<file path="src/rtl/sargantana_icache_way_arbiter_if.sv">
// Bundle of the icache-side request/response signals and the way SRAM pins
// seen by the way arbiter.
interface sargantana_icache_way_arbiter_if #(
  parameter int SET_WIDHT  = 256,
  parameter int ADDR_WIDHT = 6
);
  logic                  flush_i;
  logic                  flush_done_o;
  logic                  busy_o;
  logic                  fetch_req_i;
  logic [ADDR_WIDHT-1:0] fetch_addr_i;
  logic                  fetch_gnt_o;
  logic                  fetch_rvalid_o;
  logic [SET_WIDHT-1:0]  fetch_rdata_o;
  logic                  refill_req_i;
  logic [ADDR_WIDHT-1:0] refill_addr_i;
  logic [SET_WIDHT-1:0]  refill_data_i;
  logic                  refill_gnt_o;
  logic                  sram_req_o;
  logic                  sram_we_o;
  logic [ADDR_WIDHT-1:0] sram_addr_o;
  logic [SET_WIDHT-1:0]  sram_data_o;
  logic [SET_WIDHT-1:0]  sram_data_i;

  modport slave (
    input  flush_i, fetch_req_i, fetch_addr_i, refill_req_i, refill_addr_i,
           refill_data_i, sram_data_i,
    output flush_done_o, busy_o, fetch_gnt_o, fetch_rvalid_o, fetch_rdata_o,
           refill_gnt_o, sram_req_o, sram_we_o, sram_addr_o, sram_data_o
  );

  modport master (
    output flush_i, fetch_req_i, fetch_addr_i, refill_req_i, refill_addr_i,
           refill_data_i, sram_data_i,
    input  flush_done_o, busy_o, fetch_gnt_o, fetch_rvalid_o, fetch_rdata_o,
           refill_gnt_o, sram_req_o, sram_we_o, sram_addr_o, sram_data_o
  );
endinterface

</file>
<file path="src/rtl/sargantana_icache_way_arbiter.sv">
// Single-port icache way SRAM sequencer: refill/fetch arbitration with fetch
// starvation guard, plus a full-way zeroing sweep on flush.
module sargantana_icache_way_arbiter #(
  parameter int SET_WIDHT  = 256,
  parameter int ADDR_WIDHT = 6,
  parameter int MAX_STALL  = 4
) (
  input  logic clk_i,
  input  logic rst_i,
  sargantana_icache_way_arbiter_if.slave bus
);

  localparam logic [0:0]            ST_IDLE   = 1'b0;
  localparam logic [0:0]            ST_FLUSH  = 1'b1;
  localparam logic [3:0]            STALL_MAX = 4'(MAX_STALL);
  localparam logic [ADDR_WIDHT-1:0] LAST_SET  = {ADDR_WIDHT{1'b1}};

  logic [0:0]            state_r;
  logic [ADDR_WIDHT:0]   sweep_cnt_r;
  logic [3:0]            stall_cnt_r;
  logic                  fetch_rvalid_r;
  logic                  flush_done_r;

  logic                  fetch_gnt_s;
  logic                  refill_gnt_s;
  logic                  force_fetch_s;
  logic                  sweep_last_s;
  logic [3:0]            stall_nxt_s;
  logic                  sram_req_s;
  logic                  sram_we_s;
  logic [ADDR_WIDHT-1:0] sram_addr_s;
  logic [SET_WIDHT-1:0]  sram_data_s;

  assign force_fetch_s = bus.fetch_req_i && (stall_cnt_r == STALL_MAX);
  // The MSB can never be set in normal operation; treating it as terminal keeps a corrupted counter from running away.
  assign sweep_last_s  = (sweep_cnt_r[ADDR_WIDHT-1:0] == LAST_SET) || sweep_cnt_r[ADDR_WIDHT];

  // Same-cycle grant: refill first unless fetch has been starved MAX_STALL times
  always_comb begin
    fetch_gnt_s  = 1'b0;
    refill_gnt_s = 1'b0;
    if (rst_i || (state_r == ST_FLUSH)) begin
      fetch_gnt_s  = 1'b0;
      refill_gnt_s = 1'b0;
    end else if (force_fetch_s) begin
      fetch_gnt_s = 1'b1;
    end else if (bus.refill_req_i) begin
      refill_gnt_s = 1'b1;
    end else if (bus.fetch_req_i) begin
      fetch_gnt_s = 1'b1;
    end else begin
      fetch_gnt_s  = 1'b0;
      refill_gnt_s = 1'b0;
    end
  end

  // SRAM pin mux: sweep write, fetch read, refill write, or idle
  always_comb begin
    sram_req_s  = 1'b0;
    sram_we_s   = 1'b0;
    sram_addr_s = bus.fetch_addr_i;
    sram_data_s = bus.refill_data_i;
    if (!rst_i && (state_r == ST_FLUSH)) begin
      sram_req_s  = 1'b1;
      sram_we_s   = 1'b1;
      sram_addr_s = sweep_cnt_r[ADDR_WIDHT-1:0];
      sram_data_s = {SET_WIDHT{1'b0}};
    end else if (fetch_gnt_s) begin
      sram_req_s  = 1'b1;
      sram_we_s   = 1'b0;
      sram_addr_s = bus.fetch_addr_i;
    end else if (refill_gnt_s) begin
      sram_req_s  = 1'b1;
      sram_we_s   = 1'b1;
      sram_addr_s = bus.refill_addr_i;
      sram_data_s = bus.refill_data_i;
    end else begin
      sram_req_s = 1'b0;
      sram_we_s  = 1'b0;
    end
  end

  // Fetch starvation count: grows only when a waiting fetch loses to refill
  always_comb begin
    stall_nxt_s = stall_cnt_r;
    if (fetch_gnt_s || !bus.fetch_req_i) begin
      stall_nxt_s = 4'd0;
    end else if (refill_gnt_s && (stall_cnt_r < STALL_MAX)) begin
      stall_nxt_s = stall_cnt_r + 4'd1;
    end else begin
      stall_nxt_s = stall_cnt_r;
    end
  end

  // Sweep FSM, stall counter and registered response strobes
  always_ff @(posedge clk_i or posedge rst_i) begin
    if (rst_i) begin
      state_r        <= ST_IDLE;
      sweep_cnt_r    <= {(ADDR_WIDHT+1){1'b0}};
      stall_cnt_r    <= 4'd0;
      fetch_rvalid_r <= 1'b0;
      flush_done_r   <= 1'b0;
    end else begin
      fetch_rvalid_r <= fetch_gnt_s;
      flush_done_r   <= 1'b0;
      case (state_r)
        ST_IDLE: begin
          stall_cnt_r <= stall_nxt_s;
          if (bus.flush_i) begin
            state_r     <= ST_FLUSH;
            sweep_cnt_r <= {(ADDR_WIDHT+1){1'b0}};
          end else begin
            state_r <= ST_IDLE;
          end
        end
        ST_FLUSH: begin
          if (sweep_last_s) begin
            state_r      <= ST_IDLE;
            sweep_cnt_r  <= {(ADDR_WIDHT+1){1'b0}};
            flush_done_r <= 1'b1;
          end else begin
            sweep_cnt_r <= sweep_cnt_r + {{ADDR_WIDHT{1'b0}}, 1'b1};
          end
        end
        default: begin
          state_r     <= ST_IDLE;
          sweep_cnt_r <= {(ADDR_WIDHT+1){1'b0}};
        end
      endcase
    end
  end

  assign bus.fetch_gnt_o    = fetch_gnt_s;
  assign bus.refill_gnt_o   = refill_gnt_s;
  assign bus.fetch_rvalid_o = fetch_rvalid_r;
  assign bus.fetch_rdata_o  = bus.sram_data_i;
  assign bus.flush_done_o   = flush_done_r;
  assign bus.busy_o         = (state_r == ST_FLUSH);
  assign bus.sram_req_o     = sram_req_s;
  assign bus.sram_we_o      = sram_we_s;
  assign bus.sram_addr_o    = sram_addr_s;
  assign bus.sram_data_o    = sram_data_s;

endmodule

</file>
<file path="src/flat_wrapper.sv">
// flat-port wrapper written by rule: the top's interface ports become plain ports
module sargantana_icache_way_arbiter_flat 
#(
  parameter int SET_WIDHT  = 256,
  parameter int ADDR_WIDHT = 6,
  parameter int MAX_STALL  = 4
)
  (clk_i, rst_i, bus_flush_i, bus_fetch_req_i, bus_fetch_addr_i, bus_refill_req_i, bus_refill_addr_i, bus_refill_data_i, bus_sram_data_i, bus_flush_done_o, bus_busy_o, bus_fetch_gnt_o, bus_fetch_rvalid_o, bus_fetch_rdata_o, bus_refill_gnt_o, bus_sram_req_o, bus_sram_we_o, bus_sram_addr_o, bus_sram_data_o);
  sargantana_icache_way_arbiter_if #(.SET_WIDHT(SET_WIDHT), .ADDR_WIDHT(ADDR_WIDHT)) bus_i ();
  input  logic clk_i;
  input  logic rst_i;
  input wire logic [$bits(bus_i.flush_i)-1:0] bus_flush_i;
  input wire logic [$bits(bus_i.fetch_req_i)-1:0] bus_fetch_req_i;
  input wire logic [$bits(bus_i.fetch_addr_i)-1:0] bus_fetch_addr_i;
  input wire logic [$bits(bus_i.refill_req_i)-1:0] bus_refill_req_i;
  input wire logic [$bits(bus_i.refill_addr_i)-1:0] bus_refill_addr_i;
  input wire logic [$bits(bus_i.refill_data_i)-1:0] bus_refill_data_i;
  input wire logic [$bits(bus_i.sram_data_i)-1:0] bus_sram_data_i;
  output wire logic [$bits(bus_i.flush_done_o)-1:0] bus_flush_done_o;
  output wire logic [$bits(bus_i.busy_o)-1:0] bus_busy_o;
  output wire logic [$bits(bus_i.fetch_gnt_o)-1:0] bus_fetch_gnt_o;
  output wire logic [$bits(bus_i.fetch_rvalid_o)-1:0] bus_fetch_rvalid_o;
  output wire logic [$bits(bus_i.fetch_rdata_o)-1:0] bus_fetch_rdata_o;
  output wire logic [$bits(bus_i.refill_gnt_o)-1:0] bus_refill_gnt_o;
  output wire logic [$bits(bus_i.sram_req_o)-1:0] bus_sram_req_o;
  output wire logic [$bits(bus_i.sram_we_o)-1:0] bus_sram_we_o;
  output wire logic [$bits(bus_i.sram_addr_o)-1:0] bus_sram_addr_o;
  output wire logic [$bits(bus_i.sram_data_o)-1:0] bus_sram_data_o;
  assign bus_i.flush_i = bus_flush_i;
  assign bus_i.fetch_req_i = bus_fetch_req_i;
  assign bus_i.fetch_addr_i = bus_fetch_addr_i;
  assign bus_i.refill_req_i = bus_refill_req_i;
  assign bus_i.refill_addr_i = bus_refill_addr_i;
  assign bus_i.refill_data_i = bus_refill_data_i;
  assign bus_i.sram_data_i = bus_sram_data_i;
  assign bus_flush_done_o = bus_i.flush_done_o;
  assign bus_busy_o = bus_i.busy_o;
  assign bus_fetch_gnt_o = bus_i.fetch_gnt_o;
  assign bus_fetch_rvalid_o = bus_i.fetch_rvalid_o;
  assign bus_fetch_rdata_o = bus_i.fetch_rdata_o;
  assign bus_refill_gnt_o = bus_i.refill_gnt_o;
  assign bus_sram_req_o = bus_i.sram_req_o;
  assign bus_sram_we_o = bus_i.sram_we_o;
  assign bus_sram_addr_o = bus_i.sram_addr_o;
  assign bus_sram_data_o = bus_i.sram_data_o;
  sargantana_icache_way_arbiter #(.SET_WIDHT(SET_WIDHT), .ADDR_WIDHT(ADDR_WIDHT), .MAX_STALL(MAX_STALL)) u_core (.clk_i(clk_i), .rst_i(rst_i), .bus(bus_i));
endmodule
</file>
<file path="config.mk">
export PLATFORM = sky130hd
export DESIGN_NAME = sargantana_icache_way_arbiter_flat
export DESIGN_NICKNAME = d
export VERILOG_FILES = /design/src/rtl/sargantana_icache_way_arbiter_if.sv /design/src/rtl/sargantana_icache_way_arbiter.sv /design/src/flat_wrapper.sv
export SDC_FILE = /design/constraint.sdc
export NUM_CORES = 1
export LEC_CHECK = 0
export BUFFER_PORTS_ARGS = -buffer_cell sky130_fd_sc_hd__buf_2
export CAP_MARGIN = 5
export CORE_AREA = 5 5 412 414
export DETAILED_ROUTE_END_ITERATION = 8
export DIE_AREA = 0 0 417 419
export GPL_TIMING_DRIVEN = 0
export PLACE_DENSITY = 0.3
export SKIP_LAST_GASP = 1
export SLEW_MARGIN = 20
export SYNTH_ARGS = -nofsm -noshare
export SYNTH_HDL_FRONTEND = slang
export SYNTH_SLANG_ARGS = --single-unit
</file>
<file path="constraint.sdc">
create_clock -name clk_i -period 1.49 [get_ports clk_i]
set_clock_uncertainty 0.1 [all_clocks]
set_input_delay 0.149 -clock clk_i [delete_from_list [all_inputs] [get_ports clk_i]]
set_output_delay 0.149 -clock clk_i [all_outputs]
set_load 0.03 [all_outputs]
</file>
; ---- Word level (Yosys, flattened, before mapping)
; Index checks and enable logic that the tools add are counted.
[op_classes]
n_mux = 26
n_reduce_logical = 10
addsub = 2
eq_ne = 3
n_bitwise = 1
n_lt_le_gt_ge = 1
[ops]
columns = cell, n
row1 = 2-to-1 mux 256 bit, 1
row2 = 2-to-1 mux 6 bit, 3
row3 = 2-to-1 mux 1 bit, 16
row4 = 2-to-1 mux 7 bit, 2
row5 = case mux 7 bit (2 select lines), 1
row6 = 2-to-1 mux 4 bit, 2
row7 = "adder 7 x 1 -> 7 bit, second input constant", 1
row8 = "== test 6 bit, second input constant", 1
row9 = "adder 4 x 1 -> 4 bit, second input constant", 1
row10 = "== test 4 x 3 -> 1 bit, second input constant", 1
row11 = "< comparator 4 x 3 -> 1 bit, second input constant", 1
row12 = logical AND 1 bit, 3
row13 = logical OR 1 bit, 3
row14 = logical NOT 1 bit, 2
row15 = "!= test 2 bit, second input constant", 1
row16 = case mux 1 bit (2 select lines), 1
row17 = AND reduction 2 bit, 1
row18 = nonzero test 2 bit, 1
row19 = NOT 1 bit, 1
[word_totals]
register_bits = 14
input_bits = 529

; ---- Longest topological paths before layout
; Gate-level depths: netlist (run 1).
[depth]
word_depth = 7
ltp_mapped = 7

; ---- Least setup slack after synthesis (run 1)
; No wires, ideal clock.
[synth_timing]
path_type = register to output
start = register u_core.state_r (netlist: u_core.bus.busy_o)
end = output bus_sram_addr_o[0]
t_arrival_ns = 1.744
path_buffers = 1
slack_ns = -0.503
stages_incl_launch_ff = 7
required_ns = 1.241
path_cell_list = dfrtp_1 -> buf_2 -> nor2_4 -> nand3_4 -> inv_2 -> nand2_1 -> a31oi_1
[synth_between]
elab_chain_cells = 5
word_cells_on_any_way = 7
[synth_rtl]
columns = element, line_no
row1 = start: declaration, sargantana_icache_way_arbiter.sv:18  ; logic [0:0] state_r;
row2 = start signal: assignment, sargantana_icache_way_arbiter.sv:98  ; state_r <= ST_IDLE;
row3 = start signal: assignment, sargantana_icache_way_arbiter.sv:110  ; state_r <= ST_FLUSH;
row4 = start signal: assignment, sargantana_icache_way_arbiter.sv:113  ; state_r <= ST_IDLE;
row5 = logical OR 1 bit, sargantana_icache_way_arbiter.sv:42  ; if (rst_i || (state_r == ST_FLUSH)) begin
row6 = 2-to-1 mux 1 bit, sargantana_icache_way_arbiter.sv:42
row7 = net bus_refill_gnt_o, flat_wrapper.sv:24  ; output wire logic [$bits(bus_i.refill_gnt_o)-1:0] bus_refill_gnt_o;
row8 = 2-to-1 mux 6 bit, sargantana_icache_way_arbiter.sv:72  ; end else if (refill_gnt_s) begin
row9 = 2-to-1 mux 6 bit, sargantana_icache_way_arbiter.sv:68  ; end else if (fetch_gnt_s) begin
row10 = 2-to-1 mux 6 bit, sargantana_icache_way_arbiter.sv:63  ; if (!rst_i && (state_r == ST_FLUSH)) begin
row11 = end: declaration, flat_wrapper.sv:27  ; output wire logic [$bits(bus_i.sram_addr_o)-1:0] bus_sram_addr_o;
; The timed path passes the listed nets, and every way through them passes these cells.

; ---- Worst setup path in the final report (run 1)
[layout_timing]
start = register u_core.state_r (netlist: u_core.bus.busy_o)
end = output bus_sram_addr_o[5]
[layout_between]
elab_chain_cells = 5
word_cells_on_any_way = 7
[layout_rtl]
columns = element, line_no
row1 = logical OR 1 bit, sargantana_icache_way_arbiter.sv:42
row2 = 2-to-1 mux 1 bit, sargantana_icache_way_arbiter.sv:42
row3 = 2-to-1 mux 6 bit, sargantana_icache_way_arbiter.sv:72
row4 = 2-to-1 mux 6 bit, sargantana_icache_way_arbiter.sv:68
row5 = 2-to-1 mux 6 bit *, sargantana_icache_way_arbiter.sv:63
; Mark *: on every way between the ends. The rest lies on a longest branch, timed or not.

==> impl_metrics.json, run 1 <==
{
  "p_per_area_nw_per_um2": 819,
  "first_pass_iters": 5,
  "first_iter_violations": 423,
  "final_cell_mix": "531 x buf_2, 267 x buf_4, 244 x and2_4, 195 x buf_6, 65 x buf_12",
  "antenna_found_initial": 165,
  "hp-class": "primary input to register",
  "synthDistinctLibCells": 30,
  "r2r-end": "u_core.stall_cnt_r[0]$_DFFE_PP0P_",
  "synthToLayoutAreaGrowth_pct": 254,
  "hpwlAfterDp_mm": 112,
  "worstMarginPinSlew_ns": 0.449,
  "drt-total-wl_mm": 120,
  "netlist_instances": 638,
  "die_w_um": 417,
  "htree_levels": 1,
  "violations": "negative setup slack",
  "period_needed_ns": 2.16,
  "drv_slew": 0,
  "fin_nets": 2030,
  "path_cells": "buf_12 -> buf_8 -> nor2_4 -> nand3_4 -> buf_12 -> inv_12 -> nand2_4 -> a31oi_4 -> buf_6",
  "core_region_area_um2": 166000,
  "cts_sinks": 14,
  "endpoint_kind": "output pin",
  "io_pins": 1054,
  "grt_pass1_vias": 7770,
  "place_ws_ns": -1.71,
  "place.gp.congestion": 0.950,
  "layout_commonest_cell": "buf_2",
  "path_class": "register to output pin",
  "ys_warn_count": 0,
  "grt_max_degree": 15,
  "grt_usage": 0.126,
  "clk_latency_ns": 0.30,
  "routedWlPerCell_um": 32.0,
  "r2r_slack_ns": -0.14,
  "worst-path-max-fanout": 8,
  "hold_slack_ns": 0.0774,
  "dieArea_um2": 175000,
  "fmax_ghz": 0.463,
  "synth.net_count": 1170,
  "reg2reg_from": "u_core.bus.busy_o$_DFF_PP0_",
  "layout-drive-gt1-share": 0.957,
  "grt.overflow.total": 0,
  "cts_root_buffer": "clkbuf_16",
  "cts_buffers": 3,
  "num_vias": 8235,
  "rsz0062_at_grt": "true",
  "grt_pass1_wl_mm": 132,
  "power_frac_clock": 0.057,
  "status": "finished with violations",
  "post-route-period-util": 1.45,
  "drc": 0,
  "netlist_area_um2": 4510,
  "leakage_nw": 7.55,
  "final_util": 0.0961,
  "ant_nets": 0,
  "switchingPower_mw": 6.76,
  "cts_tree": "yes",
  "hold_depth": 2,
  "max_cap_violations": 0,
  "hold_viol": 0,
  "power.internal_mw": 6.30,
  "cpPeakStageDelay_ns": 0.42,
  "critical_path.most_common_cell": "buf_12",
  "pwr-share-comb": 0.896,
  "cp_slowest_cell": "dfrtp_2",
  "portBuffers": 797,
  "hold_end": "u_core.bus.fetch_rvalid_o$_DFF_PP0_",
  "viasPerCell": 2.21,
  "required_ns": 1.24,
  "r2r_cells": 6,
  "num_rows": 150,
  "relSlewSlack": 0.703,
  "cts_buffer_depth": 2,
  "floorplan.initialDensity": 0.0272,
  "cp-start-kind": "register",
  "die_y_um": 419,
  "peakVddDrop_mv": 0.440,
  "power_switching_share": 0.518,
  "ys_ff_latch": 14,
  "syn_area_per_cell_um2": 7.07,
  "min_from": "bus_refill_req_i",
  "p_seq_frac": 0.048,
  "clk_pin_slew_ns": 0.09,
  "synth_sequential_area_ratio": 0.0777,
  "critPathArrivalTime_ns": 1.91,
  "setup_viol": 269,
  "fin_ws_ns": -0.670
}
## Yosys cell counts (all sizes together)
library cell	number	area share
buf	281	0.46
and2	257	0.36
nand2	20	0.017
dfrtp	14	0.078
nor2	12	0.012
a31oi	8	0.012
nand3	7	0.011
inv	6	0.0050
clkbuf	5	0.0042
o21ai	5	0.0055
a21oi	4	0.0044
a22o	3	0.0058
ha	3	0.0083
mux2	2	0.0050
nand2b	2	0.0028
nor3	2	0.0022
a21boi	1	0.0017
a21o	1	0.0017
and3	1	0.0025
nand4b	1	0.0019
nor4b	1	0.0033
or3	1	0.0014
xor2	1	0.0019
## registers in the layout (all words and copies together), names as in the netlist
name	count
u_core.bus.busy_o	1
u_core.bus.fetch_rvalid_o	1
u_core.bus.flush_done_o	1
u_core.stall_cnt_r	4
u_core.sweep_cnt_r	7
## what timing repair did
item                       CTS  global route
buffers inserted            16            13
setup endpoints to repair  270           278
hold endpoints to repair    15             0
hold buffers                 3             0
resized for setup          443           532
cloned                       8            22
pin swaps                   29           115
## metrics by stage
step | setup TNS [ns] | instance area (um^2) | instances | power, mW
floorplan | -2.86 | 5150 | 638 | 5.49
global placement | -352.60 | 11900 | 3639 | 9.09
detailed placement | -353.37 | 11900 | 3639 | 9.06
CTS | -162.57 | 13800 | 3668 | 11.6
global route | -162.65 | 15900 | 3709 | 13.7
finish | -146.22 | 15900 | 3733 | 13.1
## cell families after synthesis
group,Yosys count,share of synthesized area
AOI/OAI and AO/OA,22,0.0316
DFF,14,0.0777
xor gates and xnor gates,1,0.00194
adders and majority gates,3,0.00832
and+or+nand+nor,304,0.410
muxes,2,0.00499
buffers and inverters,292,0.465
## critical path: cells and delay by family (launching register included)
family / cells / cell delay, ns
and+or+nand+nor: 3 / 0.27
DFF: 1 / 0.42
AOI/OAI and AO/OA: 1 / 0.18
buffers and inverters: 5 / 0.70
## power by group through the flow
| stage | clock (mW) | sequential [mW] | combinational [mW] |
|---|---|---|---|
| 6_report | 0.741 | 0.622 | 11.7 |
| 4_1_cts | 0.847 | 0.610 | 10.1 |
| 3_5_place_dp | 0 | 0.615 | 8.44 |
| 3_3_place_gp | 0 | 0.619 | 8.47 |
| 2_1_floorplan | 0 | 0.593 | 4.90 |
| 5_1_grt | 0.807 | 0.641 | 12.2 |
## layout make-up
type,count,area [um^2]
sequential,14,353
fill,19400,150000
clock buffer,4,88.8
tap,2204,2760
buffer,284,2430
multi-input combinational,332,2890
inverter,6,37.5
antenna,32,80.1
timing repair buffer,857,7300
## layer usage
layer / global-route usage / routed length (um) / share of wire / up-vias
li1: - / - / - / 3471
met1: 0.151 / 47700 / 0.40 / 3769
met2: 0.201 / 54000 / 0.45 / 710
met3: 0.0729 / 15600 / 0.13 / 217
met4: 0.0120 / 1790 / 0.015 / 68
met5: 0.00583 / 559 / 0.0047 / -
## worst max path at each step
stage,start,to,slack (ns),cells after the start
global placement,rst_i,bus_sram_data_o[134],-1.72,7
detailed placement,rst_i,bus_sram_data_o[136],-1.71,7
CTS,u_core.bus.busy_o$_DFF_PP0_,bus_sram_data_o[137],-0.69,7
floorplan,u_core.bus.busy_o$_DFF_PP0_,bus_sram_addr_o[0],-0.11,6
global route,u_core.bus.busy_o$_DFF_PP0_,bus_sram_addr_o[2],-0.71,9
finish,u_core.bus.busy_o$_DFF_PP0_,bus_sram_addr_o[5],-0.67,9
(Power assumes the default switching activity.)
==> inputs of run 2 (changes only) <==
TNS_END_PERCENT = 50   (was default)
==> impl_metrics.json, run 2 (same netlist as run 1, synthesis figures left out) <==
{
  "status": "finished with violations",
  "violations": "negative setup slack",
  "period_needed_ns": 2.10,
  "layout-drive-gt1-share": 0.914,
  "drv_slew": 0,
  "antenna_found_initial": 238,
  "grt_max_degree": 15,
  "max_cap_violations": 0,
  "path_class": "register to output pin",
  "critPathArrivalTime_ns": 1.85,
  "p_per_area_nw_per_um2": 799,
  "leakage_nw": 7.17,
  "cts_root_buffer": "clkbuf_16",
  "num_vias": 8621,
  "cts_buffer_depth": 2,
  "htree_levels": 1,
  "worst-path-max-fanout": 4,
  "core_region_area_um2": 166000,
  "endpoint_kind": "output pin",
  "io_pins": 1054,
  "largest_reg_flops": 7,
  "hpwlAfterDp_mm": 118,
  "grt_pass1_wl_mm": 138,
  "ant_nets": 0,
  "first_pass_iters": 4,
  "numPlacedInstances": 3639,
  "die_y_um": 419,
  "hold_viol": 0,
  "final_util": 0.0898,
  "portBuffers": 797,
  "placed_area_um2": 11700,
  "drc": 0,
  "peakVddDrop_mv": 0.350,
  "cts_buffers": 3,
  "place.gp.congestion": 0.999,
  "cts_tree": "yes",
  "worstMarginPinSlew_ns": 0.858,
  "cts_sinks": 14,
  "required_ns": 1.24,
  "fin_nets": 2025,
  "clk_latency_ns": 0.26,
  "hp-class": "primary input to register",
  "die_w_um": 417,
  "top_regs": "u_core.sweep_cnt_r (7), u_core.stall_cnt_r (4)",
  "regMostFlops": "u_core.sweep_cnt_r",
  "routedWlPerCell_um": 33.1,
  "drt-total-wl_mm": 124,
  "fin_area_um2": 14900,
  "fin_cells": 3749,
  "grt_pass1_vias": 7822,
  "grt_usage": 0.131,
  "final_cell_mix": "611 x buf_2, 305 x buf_4, 181 x and2_4, 80 x buf_6, 64 x and2_1",
  "clk_pin_slew_ns": 0.06,
  "cp-start-kind": "register",
  "layout_commonest_cell": "buf_2",
  "num_rows": 150,
  "relSlewSlack": 0.426,
  "fin_ws_ns": -0.606,
  "floorplan.initialDensity": 0.0272,
  "synthToLayoutAreaGrowth_pct": 230,
  "rsz0062_at_grt": "true",
  "grt.overflow.total": 0,
  "post-route-period-util": 1.41,
  "viasPerCell": 2.30,
  "setup_viol": 274,
  "fmax_ghz": 0.477,
  "dieArea_um2": 175000,
  "first_iter_violations": 372,
  "hold_slack_ns": 0.0218
}
==> run 2: cell count changes in the layout (fill, tap and decap cells not counted), sizes merged <==
| cell | delta |
|---|---|
| diode | +21 |
| bufbuf | -1 |
| dlygate4sd3 | -1 |
| clkinv | +1 |
| inv | -1 |
| clkbuf | -5 |
| buf | +2 |
==> run 2: per-layer routing <==
layer	wire, um	vias to the layer above	track usage
met1	45500	3857	0.146
li1	-	3488	-
met4	2390	88	0.00885
met3	22900	298	0.108
met5	597	-	0
met2	52800	890	0.202
==> run 2: final timing paths <==
kind,start,end,slack (ns),cells after the start
max,u_core.bus.busy_o$_DFF_PP0_,bus_sram_data_o[8],-0.61,9
min,bus_flush_i,u_core.bus.busy_o$_DFF_PP0_,0.02,2
max reg2reg,u_core.bus.busy_o$_DFF_PP0_,u_core.sweep_cnt_r[2]$_DFFE_PP0P_,-0.06,5
min reg2reg,u_core.sweep_cnt_r[6]$_DFFE_PP0P_,u_core.sweep_cnt_r[6]$_DFFE_PP0P_,0.41,1
max in group asynchronous,rst_i,u_core.bus.busy_o$_DFF_PP0_,-0.01,3
min in group asynchronous,rst_i,u_core.bus.fetch_rvalid_o$_DFF_PP0_,0.70,3
==> run 2: cell type report <==
type	instances	area (um^2)
multi-input combinational	332	2710
tap	2204	2760
buffer	285	2380
inverter	6	35.0
sequential	14	352
timing repair buffer	851	6450
fill	19500	151000
antenna	53	133
clock buffer	4	88.8
==> run 2: power breakdown <==
group / internal [mW] / switching (mW) / leakage, nW / total [mW]
sequential: 0.481 / 0.144 / 0.181 / 0.625
combinational: 4.66 / 6.01 / 6.94 / 10.7
clock: 0.410 / 0.203 / 0.0445 / 0.613
total: 5.55 / 6.36 / 7.17 / 11.9
==> run 2: repair_timing <==
action,in CTS,in global routing
gates cloned,1,17
hold buffers,1,0
endpoints found under the hold margin,14,0
resized for setup,200,605
endpoints found under the setup margin,268,290
buffers inserted,12,25
pin swaps,11,71
==> run 2: stage by stage <==
| step | total power, mW | setup slack, ns | TNS, ns |
|---|---|---|---|
| 2_1_floorplan | 5.28 | -0.107 | -8.20 |
| 6_report | 11.9 | -0.606 | -120.07 |
| 4_1_cts | 10.1 | -0.636 | -137.72 |
| 3_5_place_dp | 8.69 | -1.04 | -188.18 |
| 3_3_place_gp | 8.69 | -1.03 | -186.25 |
| 5_1_grt | 12.5 | -0.695 | -136.89 |
==> run 2: worst max-delay path, stage by stage, from the launching register on <==
cell and delay [ns]:
dfrtp_2 0.38, buf_12 0.13, nand2_8 0.06, buf_12 0.15
buf_4 0.13, buf_6 0.12, clkbuf_16 0.15, buf_4 0.13
and2_4 0.15, buf_12 0.15
